<file path="config.mk">
export PLATFORM = sky130hd
export DESIGN_NAME = conv_check_stream
export DESIGN_NICKNAME = d
export VERILOG_FILES = /design/src/rtl/conv_check_stream.sv
export SDC_FILE = /design/constraint.sdc
export NUM_CORES = 1
export LEC_CHECK = 0
export CAP_MARGIN = 20
export CORE_ASPECT_RATIO = 1.5
export CORE_UTILIZATION = 25
export CTS_BUF_LIST = sky130_fd_sc_hd__clkbuf_16
export CTS_CLUSTER_SIZE = 30
export DETAILED_ROUTE_END_ITERATION = 8
export PLACE_DENSITY = 0.43
export SLEW_MARGIN = 20
export SYNTH_ARGS = -nofsm -noshare
export SYNTH_HDL_FRONTEND = slang
export SYNTH_SLANG_ARGS = --single-unit
</file>
<file path="constraint.sdc">
create_clock -name clk -period 6.3 [get_ports clk]
set_input_delay 1.575 -clock clk [delete_from_list [all_inputs] [get_ports clk]]
set_output_delay 1.575 -clock clk [all_outputs]
set_load 0.02 [all_outputs]
</file>
<file path="src/rtl/conv_check_stream.sv">
// conv_check_stream: k-means convergence checker, Manhattan distance vs threshold per centroid, one verdict per round.
// Optional CONV_MAX_DIST_EN: track and report the largest distance of each completed round.
module conv_check_stream #(
  parameter int NUM_CENT = 8,
  parameter int DIMS = 7,
  parameter int COORD_W = 13,
  parameter int SIGNED_C = 1,
  parameter int ITER_W = 10,
  localparam int CIDX_W = ($clog2(NUM_CENT) > 1) ? $clog2(NUM_CENT) : 1,
  localparam int DATA_W = DIMS * COORD_W,
  localparam int DIST_W = COORD_W + $clog2(DIMS) + 1
) (
  input  logic              clk,
  input  logic              rst,
  input  logic              clear,
  input  logic              in_valid,
  output logic              in_ready,
  input  logic [CIDX_W-1:0] cent_idx,
  input  logic [DATA_W-1:0] old_centroid,
  input  logic [DATA_W-1:0] new_centroid,
  input  logic [DIST_W-1:0] thresh,
  output logic              res_valid,
  output logic              has_converged,
  output logic [ITER_W-1:0] round_cnt,
  output logic              protocol_err,
  output logic [DIST_W-1:0] max_dist
);
  typedef enum logic [1:0] {IDLE, COLLECT, DRAIN, DONE} state_t;
  state_t state_q, state_d;
  logic [NUM_CENT-1:0] mask_q, mask_n, hit;
  logic [COORD_W:0] diff [DIMS];
  logic [COORD_W:0] mag_d [DIMS];
  logic [COORD_W:0] mag_q [DIMS];
  logic [DIST_W-1:0] th_q, sum_d;
  logic acc, first, in_range, bad, full;
  logic s1_v_q, s2_v_q, fail_q, any_fail_q, res_valid_q, conv_q, err_q;
  logic [ITER_W-1:0] cnt_q;

  function automatic logic [COORD_W:0] ext(input logic [COORD_W-1:0] v);
    return {(SIGNED_C != 0) & v[COORD_W-1], v};
  endfunction

  assign in_ready = (state_q == IDLE) || (state_q == COLLECT);
  assign acc = in_valid & in_ready & ~clear;
  assign first = acc & (state_q == IDLE);
  assign res_valid = res_valid_q;
  assign has_converged = conv_q;
  assign round_cnt = cnt_q;
  assign protocol_err = err_q;

  always_comb begin
    hit = '0;
    for (int i = 0; i < NUM_CENT; i++) hit[i] = cent_idx == CIDX_W'(i);
    in_range = |hit;
    bad = ~in_range | (|(hit & mask_q));
    mask_n = mask_q | (acc ? hit : '0);
    full = &mask_n;
    state_d = (state_q == DONE) ? IDLE
            : (state_q == DRAIN) ? ((s2_v_q & ~s1_v_q) ? DONE : DRAIN)
            : acc ? (full ? DRAIN : COLLECT) : state_q;
    sum_d = '0;
    for (int d = 0; d < DIMS; d++) begin
      diff[d] = ext(old_centroid[d*COORD_W +: COORD_W]) - ext(new_centroid[d*COORD_W +: COORD_W]);
      mag_d[d] = diff[d][COORD_W] ? -diff[d] : diff[d];
      sum_d = sum_d + DIST_W'(mag_q[d]);
    end
  end

  // Out-of-range beats still load stage 1 but never raise its valid.
  always_ff @(posedge clk)
    if (acc) begin
      mag_q <= mag_d;
      th_q <= thresh;
    end

  always_ff @(posedge clk) begin
    if (rst) begin
      state_q <= IDLE;
      mask_q <= '0;
      s1_v_q <= 1'b0;
      s2_v_q <= 1'b0;
      fail_q <= 1'b0;
      any_fail_q <= 1'b0;
      res_valid_q <= 1'b0;
      conv_q <= 1'b0;
      err_q <= 1'b0;
      cnt_q <= '0;
    end else if (clear) begin
      state_q <= IDLE;
      mask_q <= '0;
      s1_v_q <= 1'b0;
      s2_v_q <= 1'b0;
      any_fail_q <= 1'b0;
      res_valid_q <= 1'b0;
      conv_q <= 1'b0;
      err_q <= 1'b0;
    end else begin
      state_q <= state_d;
      mask_q <= full ? '0 : mask_n;
      s1_v_q <= acc & in_range;
      s2_v_q <= s1_v_q;
      fail_q <= sum_d > th_q;
      res_valid_q <= state_q == DONE;
      any_fail_q <= (first ? 1'b0 : any_fail_q) | (s2_v_q & fail_q);
      err_q <= (first ? 1'b0 : err_q) | (acc & bad);
      if (first) conv_q <= 1'b0;
      else if (state_q == DONE) conv_q <= ~any_fail_q;
      if (state_q == DONE && !(&cnt_q)) cnt_q <= cnt_q + ITER_W'(1);
    end
  end

`ifdef CONV_MAX_DIST_EN
  logic [DIST_W-1:0] sum_q, run_q, max_q;
  assign max_dist = max_q;
  always_ff @(posedge clk) begin
    if (rst) begin
      sum_q <= '0;
      run_q <= '0;
      max_q <= '0;
    end else begin
      if (s1_v_q) sum_q <= sum_d;
      if (clear || first) run_q <= '0;
      else if (s2_v_q && sum_q > run_q) run_q <= sum_q;
      if (!clear && state_q == DONE) max_q <= run_q;
    end
  end
`else
  assign max_dist = '0;
`endif
endmodule

</file>
# [Word level (Yosys, flattened, before mapping)]
# Index checks and enable logic that the tools add are counted.
# W data, S select, Z words.
[classes] addsub=21 multipliers=0 div=0 order_cmp=1 eq_ne=10 shift=0 n_mux=14 n_bitwise=16 n_reduce_logical=15
[ops] cell="$neg A14 Y14" count=7
[ops] cell="$sub A13 B13 Y14" count=7
[ops] cell="$mux W13" count=7
[ops] cell="$add A17 B14 Y17" count=3
[ops] cell="$add A16 B14 Y17" count=1
[ops] cell="$gt A17 B17 Y1" count=1
[ops] cell="$add A15 B14 Y16" count=1
[ops] cell="$reduce_or A8 Y1" count=2
[ops] cell="$add A14 B14 Y15" count=1
[ops] cell="$eq A3 B3 Y1 const B" count=4
[ops] cell="$add A10 B1 Y10 const B" count=1
[ops] cell="$reduce_and A10 Y1" count=1
[ops] cell="$reduce_or A3 Y1" count=3
[ops] cell="$and A8 B8 Y8" count=1
[ops] cell="$mux W8" count=1
[ops] cell="$or A8 B8 Y8" count=1
[ops] cell="$reduce_and A8 Y1" count=1
[ops] cell="$and A1 B1 Y1" count=7
[ops] cell="$eq A3 B2 Y1 const B" count=2
[ops] cell="$mux W2" count=3
[ops] cell="$eq A2 B2 Y1 const B" count=2
[ops] cell="$not A1 Y1" count=4
[ops] cell="$eq A3 B1 Y1 const B" count=1
[ops] cell="$logic_not A3 Y1" count=1
[ops] cell="10 further kinds" count=14
[totals] regBits=142 latch_bits=0 ramBits=0 romBits=0 inputBits=206 elab_cells=102 mem_count=0

# [Logic depth before layout (Yosys ltp)]
# Gate-level depths: netlist of run 1.
[depth] depth_word=10 ltp_mapped=24 depth_no_buf=24

# [Worst setup path after synthesis of run 1]
# Ideal clock, no wire load.
[synth_path] path_type="in2reg" start="input in_valid" end="register mask_q[2]" t_arrival_ns=5.800 setup_slack_ns=0.427 stages=8 n_path_buf=1 path_cell_list="or3b_1 clkinv_1 a31o_2 a22oi_1 a211oi_1 or2_2 clkbuf_1 nor2_1"
[synth_via] elab_chain_len=6
[synth_lines] item="start, declared" line="16" rtl="input logic in_valid,"
[synth_lines] item="$and A1 B1 Y1 * (2 in series)" line="44" rtl="assign acc = in_valid & in_ready & ~clear;"
[synth_lines] item="named net acc" line="35" rtl="logic acc, first, in_range, bad, full;"
[synth_lines] item="$mux W8 *" line="56" rtl="mask_n = mask_q | (acc ? hit : '0);"
[synth_lines] item="$or A8 B8 Y8 *" line="56"
[synth_lines] item="$reduce_and A8 Y1" line="57" rtl="full = &mask_n;"
[synth_lines] item="$reduce_or A3 Y1 (no source line)"
[synth_lines] item="end signal, assigned" line="99" rtl="mask_q <= full ? '0 : mask_n;"
[synth_lines] item="end, declared" line="30" rtl="logic [NUM_CENT-1:0] mask_q, mask_n, hit;"
# The timed path passes the listed nets; every way through them passes the cells marked *.
# A chain may end at the register's enable or synchronous reset.

# [Worst setup path in the final report of run 1]
[layout_path] start="register mag_q[2] (netlist bit)" end="register fail_q"
[layout_via] elab_chain_len=2
[layout_lines] item="start, declared" line="33" rtl="logic [COORD_W:0] mag_q [DIMS];"
[layout_lines] item="start signal, assigned" line="72" rtl="mag_q <= mag_d;"
[layout_lines] item="$add A17 B14 Y17" line="65" rtl="sum_d = sum_d + DIST_W'(mag_q[d]);"
[layout_lines] item="$gt A17 B17 Y1" line="102" rtl="fail_q <= sum_d > th_q;"
[layout_lines] item="end signal, assigned" line="102"
[layout_lines] item="end, declared" line="36" rtl="logic s1_v_q, s2_v_q, fail_q, any_fail_q, res_valid_q, conv_q, err_q;"
# Every way passes these cells.

==> flow_summary.rst, run 1 <==
.. list-table::
   :header-rows: 1

   * - Metric
     - Value
   * - Element type at the critical path start
     - flip-flop
   * - Aggregate global routing overflow
     - 0
   * - Maximum number of pins on one net before global-route repair
     - between 60 and 70
   * - Cell depth of the worst hold path
     - 2
   * - Clk Tree Root Cell
     - sky130_fd_sc_hd__clkbuf_16
   * - Routed vias
     - 11230
   * - Power per cell area
     - between 300 and 400 nW/um2
   * - Starting DRT DRC Count
     - approximately 400
   * - Detailed-route vias per instance
     - between 4 and 5
   * - Number of max-capacitance violations reported
     - 0
   * - Final GP Congestion
     - around 0.8
   * - Synth top area share
     - 0.2442
   * - Type of the worst setup path
     - flip-flop to flip-flop
   * - Class of the most critical hold timing path
     - flip-flop to flip-flop
   * - Detailed route wirelength on metal2
     - 22.28 mm
   * - Arrival time of the worst setup path
     - 6.06 ns
   * - Synth Warn #
     - 0
   * - Number of I/O pins
     - 237
   * - Hold Path Origin
     - s1_v_q
   * - Setup TNS
     - 0 ns
   * - First-pass GRT wire length
     - around 60 mm
   * - Critical Path End Type
     - flip-flop
   * - EDFF count, synth
     - between 100 and 150
   * - Area growth, synth to finish
     - 25.63%
   * - Required time at the worst-slack endpoint
     - between 6 and 7 ns
   * - Cell accounting for the most synthesized area
     - sky130_fd_sc_hd__edfxtp_1
   * - Met3 layer wire length in the routed design
     - around 700 um
   * - Share of synthesized registers carrying an async set or reset
     - 0
   * - TritonCTS buffer count
     - 17
   * - Number of different library cells in the post-synthesis netlist
     - 81
   * - Unrepaired setup endpoints after global routing
     - false
   * - Final wirelength
     - approximately 38 mm
   * - Time the worst path needs with I/O delays and setup
     - 5.745 ns
   * - Antenna violations before repair
     - 0
   * - Outcome
     - finished clean
   * - Most common cell after layout, fill and taps aside
     - sky130_fd_sc_hd__inv_1
   * - Synthesized instance count
     - ~1600
   * - Worst IR drop on VDD
     - between 0.2 and 0.3 mV
   * - Port Buffers
     - 219
   * - Worst slew pin tran
     - about 0.87 ns
   * - Half-perimeter wire length after detailed placement
     - ~33 mm
   * - Final setup fails
     - 0
   * - Met1 wire length
     - approximately 15 mm
   * - Starting utilization of the core area
     - 0.2532
   * - Post-Synthesis Mean Instance Area
     - 9.041 um2
   * - P_leak
     - around 7.4 nW
   * - Highest fanout seen on the critical path
     - 2
   * - Number of nets in the finished design
     - 2204
   * - CTS max path bufs
     - 2
   * - Top post-synthesis cells by area
     - sky130_fd_sc_hd__edfxtp_1 24%, sky130_fd_sc_hd__ha_1 12%, sky130_fd_sc_hd__fa_1 11%
   * - Antenna viol nets, final
     - 0
   * - Cell area after placement
     - 17170 um2
   * - Total GRT Usage
     - 0.1336
   * - Final-report hold violation count
     - 0
   * - Period utilisation layout
     - 0.9119
   * - Vias in the first global route
     - between 10000 and 15000
   * - Endpoint, Worst Hold
     - s2_v_q
   * - Height of the die
     - 293.3 um
   * - Clock-pin slew on the worst setup and hold paths
     - around 0.07 ns
   * - Proportion of layout cells with a drive suffix above 1
     - 0.04109
   * - Cell row count
     - between 100 and 150
   * - Flops & latches, synth
     - 142
   * - Top routing layer used
     - met4
   * - Maximum clock frequency
     - 0.1741 GHz
   * - Cells resized by post-CTS repair
     - 0
   * - Sink count of the clock tree
     - between 100 and 150
   * - Avg WL per Cell
     - about 15 um
   * - H-tree depth reported by CTS
     - 4
   * - Number of antenna cells inserted
     - 0
   * - Final design instance area without fill
     - 17760 um2
   * - Netlist area before placement
     - 14140 um2
   * - Fill cell instance count of the final layout
     - slightly below 6000
   * - Pre-Repair DR Iteration Count
     - 7
   * - Maximum clock skew at final layout
     - ~0.0090 ns
   * - TritonCTS clock tree
     - done
   * - Worst setup path startpoint
     - mag_q[2]
   * - Insertion delay to the later sink of the worst-skew pair
     - roughly 0.43 ns
   * - Worst slew margin relative to its limit
     - 0.4220
   * - Layout Utilization
     - 0.3182
   * - # Post-CTS Setup Buffers
     - 0
   * - Die Outline Area
     - roughly 58000 um2
   * - Commonest cells after routing, fill and taps aside
     - 302 x sky130_fd_sc_hd__inv_1, 219 x sky130_fd_sc_hd__clkdlybuf4s50_1, 135 x sky130_fd_sc_hd__ha_1, 116 x sky130_fd_sc_hd__nor2_1, 115 x sky130_fd_sc_hd__edfxtp_1
   * - Primary FF master, synth
     - sky130_fd_sc_hd__edfxtp_1
   * - Post-synthesis sequential area ratio
     - 0.2825
   * - Max-slew violation count
     - 0
   * - Core Box Area
     - approximately 56000 um2
   * - Reg-to-reg endpoint
     - fail_q
   * - Internal reg-to-reg setup slack
     - between 0.5 and 0.6 ns
   * - Number of hold buffers added after cts
     - 0
   * - Total DRC errors in the routed layout
     - 0
   * - Worst R2R Path Depth
     - 20
   * - Worst reg2reg path startpoint
     - mag_q[2]
   * - Die width
     - between 150 and 200 um
power breakdown:
part	leakage (nW)	switching (mW)	internal [mW]	total (mW)
logic	5.86	2.67	2.22	4.89
registers	1.30	0.0322	1.15	1.18
clock network	0.285	0.456	0.565	1.02
worst max-delay path by stage:
stage                     cells past startpoint         to
after global routing                         20     fail_q
after global placement                       20     fail_q
after floorplan                               8  mask_q[2]
after CTS                                    20     fail_q
final                                        20     fail_q
after detailed placement                     20     fail_q
worst max-delay path, cell delays in order (launching register included):
cell and delay [ns]:
sky130_fd_sc_hd__edfxtp_1 0.33, sky130_fd_sc_hd__inv_1 0.06, sky130_fd_sc_hd__fa_1 0.53, sky130_fd_sc_hd__inv_1 0.05, sky130_fd_sc_hd__fa_1 0.50, sky130_fd_sc_hd__fa_1 0.57, sky130_fd_sc_hd__fa_1 0.44, sky130_fd_sc_hd__ha_1 0.31
sky130_fd_sc_hd__a21o_1 0.17, sky130_fd_sc_hd__a21oi_1 0.22, sky130_fd_sc_hd__nor2b_1 0.09, sky130_fd_sc_hd__o22ai_1 0.23, sky130_fd_sc_hd__o21ai_0 0.17, sky130_fd_sc_hd__o41ai_1 0.43, sky130_fd_sc_hd__o21ai_0 0.24, sky130_fd_sc_hd__a31o_2 0.29
sky130_fd_sc_hd__ha_1 0.28, sky130_fd_sc_hd__nand4_1 0.13, sky130_fd_sc_hd__o211ai_1 0.19, sky130_fd_sc_hd__a21oi_1 0.06, sky130_fd_sc_hd__a2111oi_0 0.35
kinds of logic (layout without fill, tap and decap cells):
kind of cell,Yosys count,after routing,share of synthesized area
other cells,1,17,0.0002652
simple gates,368,368,0.1305
mux,6,6,0.004690
xor+xnor,159,159,0.09902
buf+inv,335,556,0.09353
flops,142,142,0.2825
compound gates,343,343,0.1639
fa+ha+maj,210,210,0.2256
routing by layer:
metal,vias up,track usage
li1,5782,-
met1,5282,0.1389
met2,150,0.2804
met3,16,0.01354
met4,0,0.02591
met5,-,0
cell type report:
cell class | count | area (um2) | share of cell area
clock inverters | 15 | 162.7 | 0.009156
well taps | 756 | 945.9 | 0.05325
clock buffers | 17 | 425.4 | 0.02395
repair buffers | 221 | 2207 | 0.1242
flip-flops and latches | 142 | 3994 | 0.2248
inverters | 303 | 1140 | 0.06416
multi-input cells | 1103 | 8890 | 0.5004
state kept, by name (all words and copies together), names as in the netlist:
register / count
any_fail_q: 1
fail_q: 1
has_converged: 1
mag_q: 98
mask_q: 8
protocol_err: 1
res_valid: 1
round_cnt: 10
s1_v_q: 1
s2_v_q: 1
state_q: 2
th_q: 17
through the flow:
| stage | setup WS [ns] | std cells | power, mW | hold WS (ns) |
|---|---|---|---|---|
| after floorplan | 0.4270 | 1580 | 4.990 | 0.4085 |
| after global placement | 0.6094 | 2525 | 6.087 | 0.4286 |
| after detailed placement | 0.4956 | 2525 | 6.174 | 0.4240 |
| after CTS | 0.4940 | 2557 | 7.234 | 0.4345 |
| after global routing | 0.2072 | 2557 | 7.954 | 0.4546 |
| final | 0.5550 | 2557 | 7.095 | 0.4293 |
synthesized netlist by cell type, types with 28 or more instances:
master	instances
sky130_fd_sc_hd__nor3_1	41
sky130_fd_sc_hd__ha_1	135
sky130_fd_sc_hd__nor2_1	116
sky130_fd_sc_hd__xor2_1	47
sky130_fd_sc_hd__nand2_1	60
sky130_fd_sc_hd__inv_1	302
sky130_fd_sc_hd__fa_1	75
sky130_fd_sc_hd__edfxtp_1	115
sky130_fd_sc_hd__o21ai_0	67
sky130_fd_sc_hd__o21a_1	36
sky130_fd_sc_hd__xnor2_1	111
sky130_fd_sc_hd__a21oi_1	80
sky130_fd_sc_hd__nand3_1	28
Note: power is estimated with default switching activity, not from simulation.
==> run 2, diff against run 1 <==
--- a/config.mk
+++ b/config.mk
@@ -11,7 +11,6 @@
 export CTS_BUF_LIST = sky130_fd_sc_hd__clkbuf_16
 export CTS_CLUSTER_SIZE = 30
 export DETAILED_ROUTE_END_ITERATION = 8
-export PLACE_DENSITY = 0.43
 export SLEW_MARGIN = 20
 export SYNTH_ARGS = -nofsm -noshare
 export SYNTH_HDL_FRONTEND = slang
==> run 2 against run 1 <==
Via count rose by 2.3%. Register-to-register slack barely moved. Combinational power rose by 0.8%. Fmax fell by 0.18%. Clock skew rose by 0.0018 ns.
==> flow_summary.rst, run 2 (synthesis gave the netlist of run 1 again) <==
.. list-table::
   :header-rows: 1

   * - Metric
     - Value
   * - Proportion of layout cells with a drive suffix above 1
     - 0.04107 (about the same)
   * - Sw frac
     - 0.4489 (+0.004479)
   * - Class of the most critical hold timing path
     - flip-flop to flip-flop
   * - Combinational group share of total power
     - 0.696 (+0.007)
   * - Final-report hold violation count
     - 0 (unchanged)
   * - Height of the die
     - 293.3 um (unchanged)
   * - Worst setup path startpoint
     - mag_q[2]
   * - Fraction of power consumed by the clock network
     - 0.136 (-0.008)
   * - Type of the worst setup path
     - flip-flop to flip-flop
   * - Antenna violations before repair
     - 0 (unchanged)
   * - Max-slew violation count
     - 0 (unchanged)
   * - Starting utilization of the core area
     - 0.2532 (unchanged)
   * - Switching power of the nets
     - 3.180 mW (+0.86%)
   * - H-tree depth reported by CTS
     - 4 (unchanged)
   * - Insertion delay to the later sink of the worst-skew pair
     - 0.43 ns (about the same)
   * - Aggregate global routing overflow
     - 0 (unchanged)
   * - Internal Pwr Total
     - 3.905 mW (-0.95%)
   * - Number of antenna cells inserted
     - 0 (unchanged)
   * - Worst reg2reg path startpoint
     - mag_q[2]
   * - Detailed-route vias per instance
     - 4.493 (+2.3%)
   * - Element type at the critical path start
     - flip-flop
   * - Routed vias
     - 11493 (+2.3%)
   * - Clock-pin slew on the worst setup and hold paths
     - 0.07 ns (about the same)
   * - Outcome
     - finished clean
   * - Antenna viol nets, final
     - 0 (unchanged)
   * - # Post-CTS Setup Buffers
     - 0 (unchanged)
   * - Required time at the worst-slack endpoint
     - 6.61 ns (about the same)
   * - Worst R2R Path Depth
     - 20 (unchanged)
   * - Number of hold buffers added after cts
     - 0 (unchanged)
   * - Total DRC errors in the routed layout
     - 0 (unchanged)
   * - P_leak
     - 7.433 nW (-0.15%)
   * - Arrival time of the worst setup path
     - 6.06 ns (about the same)
   * - Die width
     - 196.2 um (unchanged)
   * - Time the worst path needs with I/O delays and setup
     - 5.755 ns (+0.01025 ns)
   * - Highest fanout seen on the critical path
     - 2 (unchanged)
   * - Starting DRT DRC Count
     - 442 (+8.6%)
   * - Period utilisation layout
     - 0.9135 (+0.001627)
   * - Maximum clock frequency
     - 0.1738 GHz (-0.18%)
   * - Fill cell instance count of the final layout
     - 5819 (-0.27%)
   * - Vias in the first global route
     - 11843 (+2.0%)
   * - Avg WL per Cell
     - 14.65 um (-1.2%)
   * - Most common cell after layout, fill and taps aside
     - sky130_fd_sc_hd__inv_1
   * - Number of flip-flops in the largest register
     - 98 (unchanged)
   * - TritonCTS buffer count
     - 17 (unchanged)
   * - Pre-Repair DR Iteration Count
     - 5 (-2)
   * - Cell row count
     - 106 (unchanged)
   * - Cell area after placement
     - 17180 um2 (about the same)
   * - Unrepaired setup endpoints after global routing
     - false
   * - Core Box Area
     - 55840 um2 (unchanged)
   * - Number of nets in the finished design
     - 2205 (+0.045%)
   * - Setup TNS
     - 0 ns (unchanged)
   * - Port Buffers
     - 219 (unchanged)
   * - First-pass GRT wire length
     - 58.88 mm (-1.8%)
   * - Worst IR drop on VDD
     - 0.3973 mV (+35%)
   * - Sink count of the clock tree
     - 142 (unchanged)
   * - Register containing the most flip-flops in the final layout
     - mag_q
   * - Half-perimeter wire length after detailed placement
     - 31.99 mm (-2.4%)
   * - Final GP Congestion
     - 0.8259 (+4.9%)
   * - CTS max path bufs
     - 2 (unchanged)
   * - Worst setup path endpoint
     - fail_q
   * - Reg-to-reg endpoint
     - fail_q
   * - Worst slew margin relative to its limit
     - 0.3360 (-0.08600)
   * - Final Power
     - 7.085 mW (-0.14%)
   * - Critical Path End Type
     - flip-flop
   * - Commonest cells after routing, fill and taps aside
     - 302 x sky130_fd_sc_hd__inv_1, 219 x sky130_fd_sc_hd__clkdlybuf4s50_1, 135 x sky130_fd_sc_hd__ha_1, 116 x sky130_fd_sc_hd__nor2_1, 115 x sky130_fd_sc_hd__edfxtp_1
   * - Final wirelength
     - 37.47 mm (-1.2%)
   * - Worst slew pin tran
     - 0.9959 ns (+0.1290 ns)
   * - Number of I/O pins
     - 237 (unchanged)
   * - TritonCTS clock tree
     - done
   * - Maximum clock skew at final layout
     - 0.01078 ns (+0.001773 ns)
   * - Final setup fails
     - 0 (unchanged)
   * - Cells resized by post-CTS repair
     - 0 (unchanged)
   * - Total GRT Usage
     - 0.1306 (-0.002927)
   * - Internal reg-to-reg setup slack
     - 0.54 ns (about the same)
   * - Die Outline Area
     - 57530 um2 (unchanged)
   * - Portion of total power attributed to sequential cells
     - 0.168 (about the same)
   * - Area growth, synth to finish
     - 25.44%
   * - Number of max-capacitance violations reported
     - 0 (unchanged)
   * - Power per cell area
     - 399.4 nW/um2 (about the same)
   * - Maximum number of pins on one net before global-route repair
     - 80 (+27%)
   * - Clk Tree Root Cell
     - sky130_fd_sc_hd__clkbuf_16
   * - Final design instance area without fill
     - 17740 um2 (-0.15%)
[run 2: area by class of cell]
type	count	area [um2]	share of cell area
clock buffer	17	425.4	0.02398
clock inverter	15	127.6	0.007195
inverter	303	1140	0.06426
multi-input combinational	1103	8890	0.5012
sequential	142	3994	0.2252
tap	756	945.9	0.05333
timing repair buffer	222	2215	0.1249
[run 2: worst min path at each step]
stage / to / from / depth (start not counted) / slack (ns)
2_1_floorplan: s2_v_q / s1_v_q / 2 / 0.41
3_3_place_gp: s2_v_q / s1_v_q / 2 / 0.42
3_5_place_dp: s2_v_q / s1_v_q / 2 / 0.42
4_1_cts: s2_v_q / s1_v_q / 2 / 0.43
5_1_grt: s2_v_q / s1_v_q / 2 / 0.46
6_report: s2_v_q / s1_v_q / 2 / 0.43
[run 2: per-stage QoR]
| stage | hold slack (ns) | setup slack [ns] | cells | util |
|---|---|---|---|---|
| detailed placement | 0.4216 | 0.5526 | 2526 | 0.3076 |
| global route | 0.4623 | 0.003787 | 2558 | 0.3177 |
| global placement | 0.4243 | 0.6336 | 2526 | 0.3076 |
| floorplan | 0.4085 | 0.4270 | 1580 | - |
| CTS | 0.4308 | 0.5427 | 2558 | 0.3176 |
| finish | 0.4296 | 0.5447 | 2558 | 0.3177 |
[run 2: per-layer routing]
metal,vias up,GRT usage,part of all wire
met4,0,0.03639,0.020
met1,5474,0.1277,0.37
met5,-,0,0
met3,35,0.01331,0.020
met2,202,0.2791,0.59
li1,5782,-,-
[run 2: worst max-delay path, stage by stage (launching register included)]
cell,delay [ns]
sky130_fd_sc_hd__edfxtp_1,0.32
sky130_fd_sc_hd__inv_1,0.05
sky130_fd_sc_hd__fa_1,0.54
sky130_fd_sc_hd__inv_1,0.06
sky130_fd_sc_hd__fa_1,0.51
sky130_fd_sc_hd__fa_1,0.57
sky130_fd_sc_hd__fa_1,0.44
sky130_fd_sc_hd__ha_1,0.30
sky130_fd_sc_hd__a21o_1,0.18
sky130_fd_sc_hd__a21oi_1,0.21
sky130_fd_sc_hd__nor2b_1,0.10
sky130_fd_sc_hd__o22ai_1,0.22
sky130_fd_sc_hd__o21ai_0,0.17
sky130_fd_sc_hd__o41ai_1,0.40
sky130_fd_sc_hd__o21ai_0,0.23
sky130_fd_sc_hd__a31o_2,0.29
sky130_fd_sc_hd__ha_1,0.29
sky130_fd_sc_hd__nand4_1,0.14
sky130_fd_sc_hd__o211ai_1,0.20
sky130_fd_sc_hd__a21oi_1,0.05
sky130_fd_sc_hd__a2111oi_0,0.36
[run 2: power groups by stage]
stage / combinational [mW] / sequential, mW / clock [mW]
final: 4.93 / 1.19 / 0.966
after global routing: 5.62 / 1.19 / 1.04
after CTS: 4.98 / 1.19 / 0.993
after detailed placement: 4.95 / 1.21 / 0
after global placement: 4.77 / 1.21 / 0
after floorplan: 3.80 / 1.20 / 0
==> run 3, diff against run 2 <==
--- a/config.mk
+++ b/config.mk
@@ -9,8 +9,10 @@
 export CORE_ASPECT_RATIO = 1.5
 export CORE_UTILIZATION = 25
 export CTS_BUF_LIST = sky130_fd_sc_hd__clkbuf_16
+export CTS_CLUSTER_DIAMETER = 200
 export CTS_CLUSTER_SIZE = 30
 export DETAILED_ROUTE_END_ITERATION = 8
+export GPL_ROUTABILITY_DRIVEN = 0
 export SLEW_MARGIN = 20
 export SYNTH_ARGS = -nofsm -noshare
 export SYNTH_HDL_FRONTEND = slang
==> run 3 against run 2 <==
Register-to-register slack about the same. Clock power up 9.7%. Cell count about the same. Highest routed layer unchanged. Largest power group unchanged.
==> flow_summary.rst, run 3 (synthesis gave the netlist of run 1 again) <==
.. list-table::
   :header-rows: 1

   * - Metric
     - Value
   * - Class of the most critical hold timing path
     - flip-flop to flip-flop
   * - Maximum clock frequency
     - 0.1740 GHz (+0.15%)
   * - Number of nets in the finished design
     - 2204 (-0.045%)
   * - Detailed-route vias per instance
     - 4.474 (-0.42%)
   * - TritonCTS clock tree
     - done
   * - Arrival time of the worst setup path
     - 6.04 ns (-0.02 ns)
   * - Avg WL per Cell
     - 14.55 um (-0.65%)
   * - Largest stage delay on the critical path
     - 0.58 ns (about the same)
   * - Required time at the worst-slack endpoint
     - 6.59 ns (-0.02 ns)
   * - Number of flip-flops in the largest register
     - 98 (unchanged)
   * - Starting utilization of the core area
     - 0.2532 (unchanged)
   * - Worst R2R Path Depth
     - 20 (unchanged)
   * - Portion of total power attributed to sequential cells
     - 0.166 (-0.002)
   * - Die Outline Area
     - 57530 um2 (unchanged)
   * - Type of the worst setup path
     - flip-flop to flip-flop
   * - Worst IR drop on VDD
     - 0.3716 mV (-6.5%)
   * - Worst setup path endpoint
     - fail_q
   * - Vias in the first global route
     - 11703 (-1.2%)
   * - Time the worst path needs with I/O delays and setup
     - 5.747 ns (-0.008339 ns)
   * - Core Box Area
     - 55840 um2 (unchanged)
   * - Commonest cells after routing, fill and taps aside
     - 302 x sky130_fd_sc_hd__inv_1, 219 x sky130_fd_sc_hd__clkdlybuf4s50_1, 135 x sky130_fd_sc_hd__ha_1, 116 x sky130_fd_sc_hd__nor2_1, 115 x sky130_fd_sc_hd__edfxtp_1
   * - Critical Path End Type
     - flip-flop
   * - Worst reg2reg path startpoint
     - mag_q[2]
   * - P_leak
     - 7.456 nW (+0.31%)
   * - Sink count of the clock tree
     - 142 (unchanged)
   * - Switching power of the nets
     - 3.114 mW (-2.1%)
   * - Area of combinational cells with multiple inputs
     - 8890 um2 (unchanged)
   * - Internal Pwr Total
     - 4.047 mW (+3.6%)
   * - Half-perimeter wire length after detailed placement
     - 31.71 mm (-0.89%)
   * - Crit path max-delay cell type
     - sky130_fd_sc_hd__fa_1
   * - Placed cells
     - 2525 (-0.040%)
   * - Layout Utilization
     - 0.3187 (+0.001076)
   * - Sw frac
     - 0.4349 (-0.01403)
   * - Number of max-capacitance violations reported
     - 0 (unchanged)
   * - Highest fanout seen on the critical path
     - 2 (unchanged)
   * - Die width
     - 196.2 um (unchanged)
   * - Fraction of power consumed by the clock network
     - 0.149 (+0.013)
   * - Antenna viol nets, final
     - 0 (unchanged)
   * - Starting DRT DRC Count
     - 378 (-14%)
   * - First-pass GRT wire length
     - 58.61 mm (-0.46%)
   * - Cell row count
     - 106 (unchanged)
   * - Max-slew violation count
     - 0 (unchanged)
   * - Total GRT Usage
     - 0.1298 (-0.0007997)
   * - Port Buffers
     - 219 (unchanged)
   * - Count of non-filler cells in the finished layout
     - 2557 (-0.039%)
   * - Register containing the most flip-flops in the final layout
     - mag_q
   * - Total DRC errors in the routed layout
     - 0 (unchanged)
   * - Routed vias
     - 11440 (-0.46%)
   * - Power per cell area
     - 402.4 nW/um2 (+0.73%)
   * - Sequence of cells on the critical path
     - inv_1, fa_1, inv_1, fa_1, fa_1, fa_1, ha_1, a21o_1, a21oi_1, nor2b_1, o22ai_1, o21ai_0, o41ai_1, o21ai_0, a31o_2, ha_1, nand4_1, o211ai_1, a21oi_1, a2111oi_0
   * - Worst setup path startpoint
     - mag_q[2]
   * - Combinational group share of total power
     - 0.686 (-0.010)
   * - Proportion of layout cells with a drive suffix above 1
     - 0.04000 (-0.001065)
   * - Final design instance area without fill
     - 17800 um2 (+0.34%)
   * - # Post-CTS Setup Buffers
     - 0 (unchanged)
   * - Setup TNS
     - 0 ns (unchanged)
   * - Clock-pin slew on the worst setup and hold paths
     - 0.06 ns (about the same)
   * - Number of hold buffers added after cts
     - 0 (unchanged)
   * - Unrepaired setup endpoints after global routing
     - false
   * - Antenna violations before repair
     - 1 (+1)
   * - Internal reg-to-reg setup slack
     - 0.55 ns (about the same)
   * - Outcome
     - finished clean
   * - Clk Tree Root Cell
     - sky130_fd_sc_hd__clkbuf_16
   * - H-tree depth reported by CTS
     - 4 (unchanged)
   * - Final setup fails
     - 0 (unchanged)
   * - Number of I/O pins
     - 237 (unchanged)
   * - Maximum clock skew at final layout
     - 0.006619 ns (-0.004166 ns)
   * - Most common cell after layout, fill and taps aside
     - sky130_fd_sc_hd__inv_1
   * - Final-report hold violation count
     - 0 (unchanged)
   * - CTS max path bufs
     - 2 (unchanged)
   * - Maximum number of pins on one net before global-route repair
     - 85 (+6.3%)
   * - Cell area after placement
     - 17170 um2 (about the same)
   * - Reg-to-reg endpoint
     - fail_q
   * - Aggregate global routing overflow
     - 0 (unchanged)
   * - Cells resized by post-CTS repair
     - 0 (unchanged)
   * - Top cell by count, worst path
     - sky130_fd_sc_hd__fa_1
   * - Period utilisation layout
     - 0.9122 (-0.001324)
   * - TritonCTS buffer count
     - 17 (unchanged)
   * - Worst slew pin tran
     - 1.096 ns (+0.1003 ns)
   * - Fill cell instance count of the final layout
     - 5761 (-1.0%)
   * - Worst slew margin relative to its limit
     - 0.2692 (-0.06685)
   * - Element type at the critical path start
     - flip-flop
   * - Insertion delay to the later sink of the worst-skew pair
     - 0.42 ns (about the same)
   * - Footprint of the flip-flops and latches
     - 3994 um2 (unchanged)
   * - Area growth, synth to finish
     - 25.87%
   * - Height of the die
     - 293.3 um (unchanged)
   * - Final wirelength
     - 37.22 mm (-0.69%)
   * - Pre-Repair DR Iteration Count
     - 5 (unchanged)
run 3: worst min path at each step:
stage / startpoint / end / slack, ns / cells after the start
final: s1_v_q / s2_v_q / 0.44 / 2
after global placement: s1_v_q / s2_v_q / 0.43 / 2
after detailed placement: s1_v_q / s2_v_q / 0.43 / 2
after global routing: s1_v_q / s2_v_q / 0.46 / 2
after floorplan: s1_v_q / s2_v_q / 0.41 / 2
after CTS: s1_v_q / s2_v_q / 0.44 / 2
run 3: cell type report:
class	instances	share of cell area
clock inverters	14	0.01083
diodes	1	0.0001406
flip-flops and latches	142	0.2244
repair buffers	221	0.1240
clock buffers	17	0.02390
well taps	756	0.05315
multi-input cells	1103	0.4995
inverters	303	0.06405
run 3: per-layer routing:
layer,track usage,part of all wire,vias up
met5,0,0,-
met3,0.01423,0.020,40
met2,0.2721,0.58,218
li1,-,-,5782
met4,0.04306,0.029,0
met1,0.1280,0.37,5400
run 3: through the flow:
| stage | setup WS [ns] | hold slack [ns] | power [mW] |
|---|---|---|---|
| floorplan | 0.4270 | 0.4085 | 4.990 |
| global placement | 0.6436 | 0.4254 | 5.974 |
| detailed placement | 0.5276 | 0.4266 | 6.146 |
| CTS | 0.5301 | 0.4353 | 7.263 |
| global route | 0.1159 | 0.4569 | 8.002 |
| finish | 0.5531 | 0.4392 | 7.161 |
run 3: worst max-delay path, delay by kind of cell (launching register included):
| kind | cells | cell delay [ns] |
|---|---|---|
| flip-flops | 1 | 0.33 |
| adder cells (fa/ha/maj) | 6 | 2.65 |
| AND/OR/NAND/NOR | 2 | 0.22 |
| buffers and inverters | 2 | 0.11 |
| AO/OA/AOI/OAI | 10 | 2.32 |
run 3: power groups by stage:
stage / clock, mW / sequential [mW] / combinational [mW]
5_1_grt: 1.13 / 1.19 / 5.67
2_1_floorplan: 0 / 1.20 / 3.80
3_3_place_gp: 0 / 1.20 / 4.77
3_5_place_dp: 0 / 1.21 / 4.94
4_1_cts: 1.09 / 1.19 / 4.98
6_report: 1.06 / 1.19 / 4.91
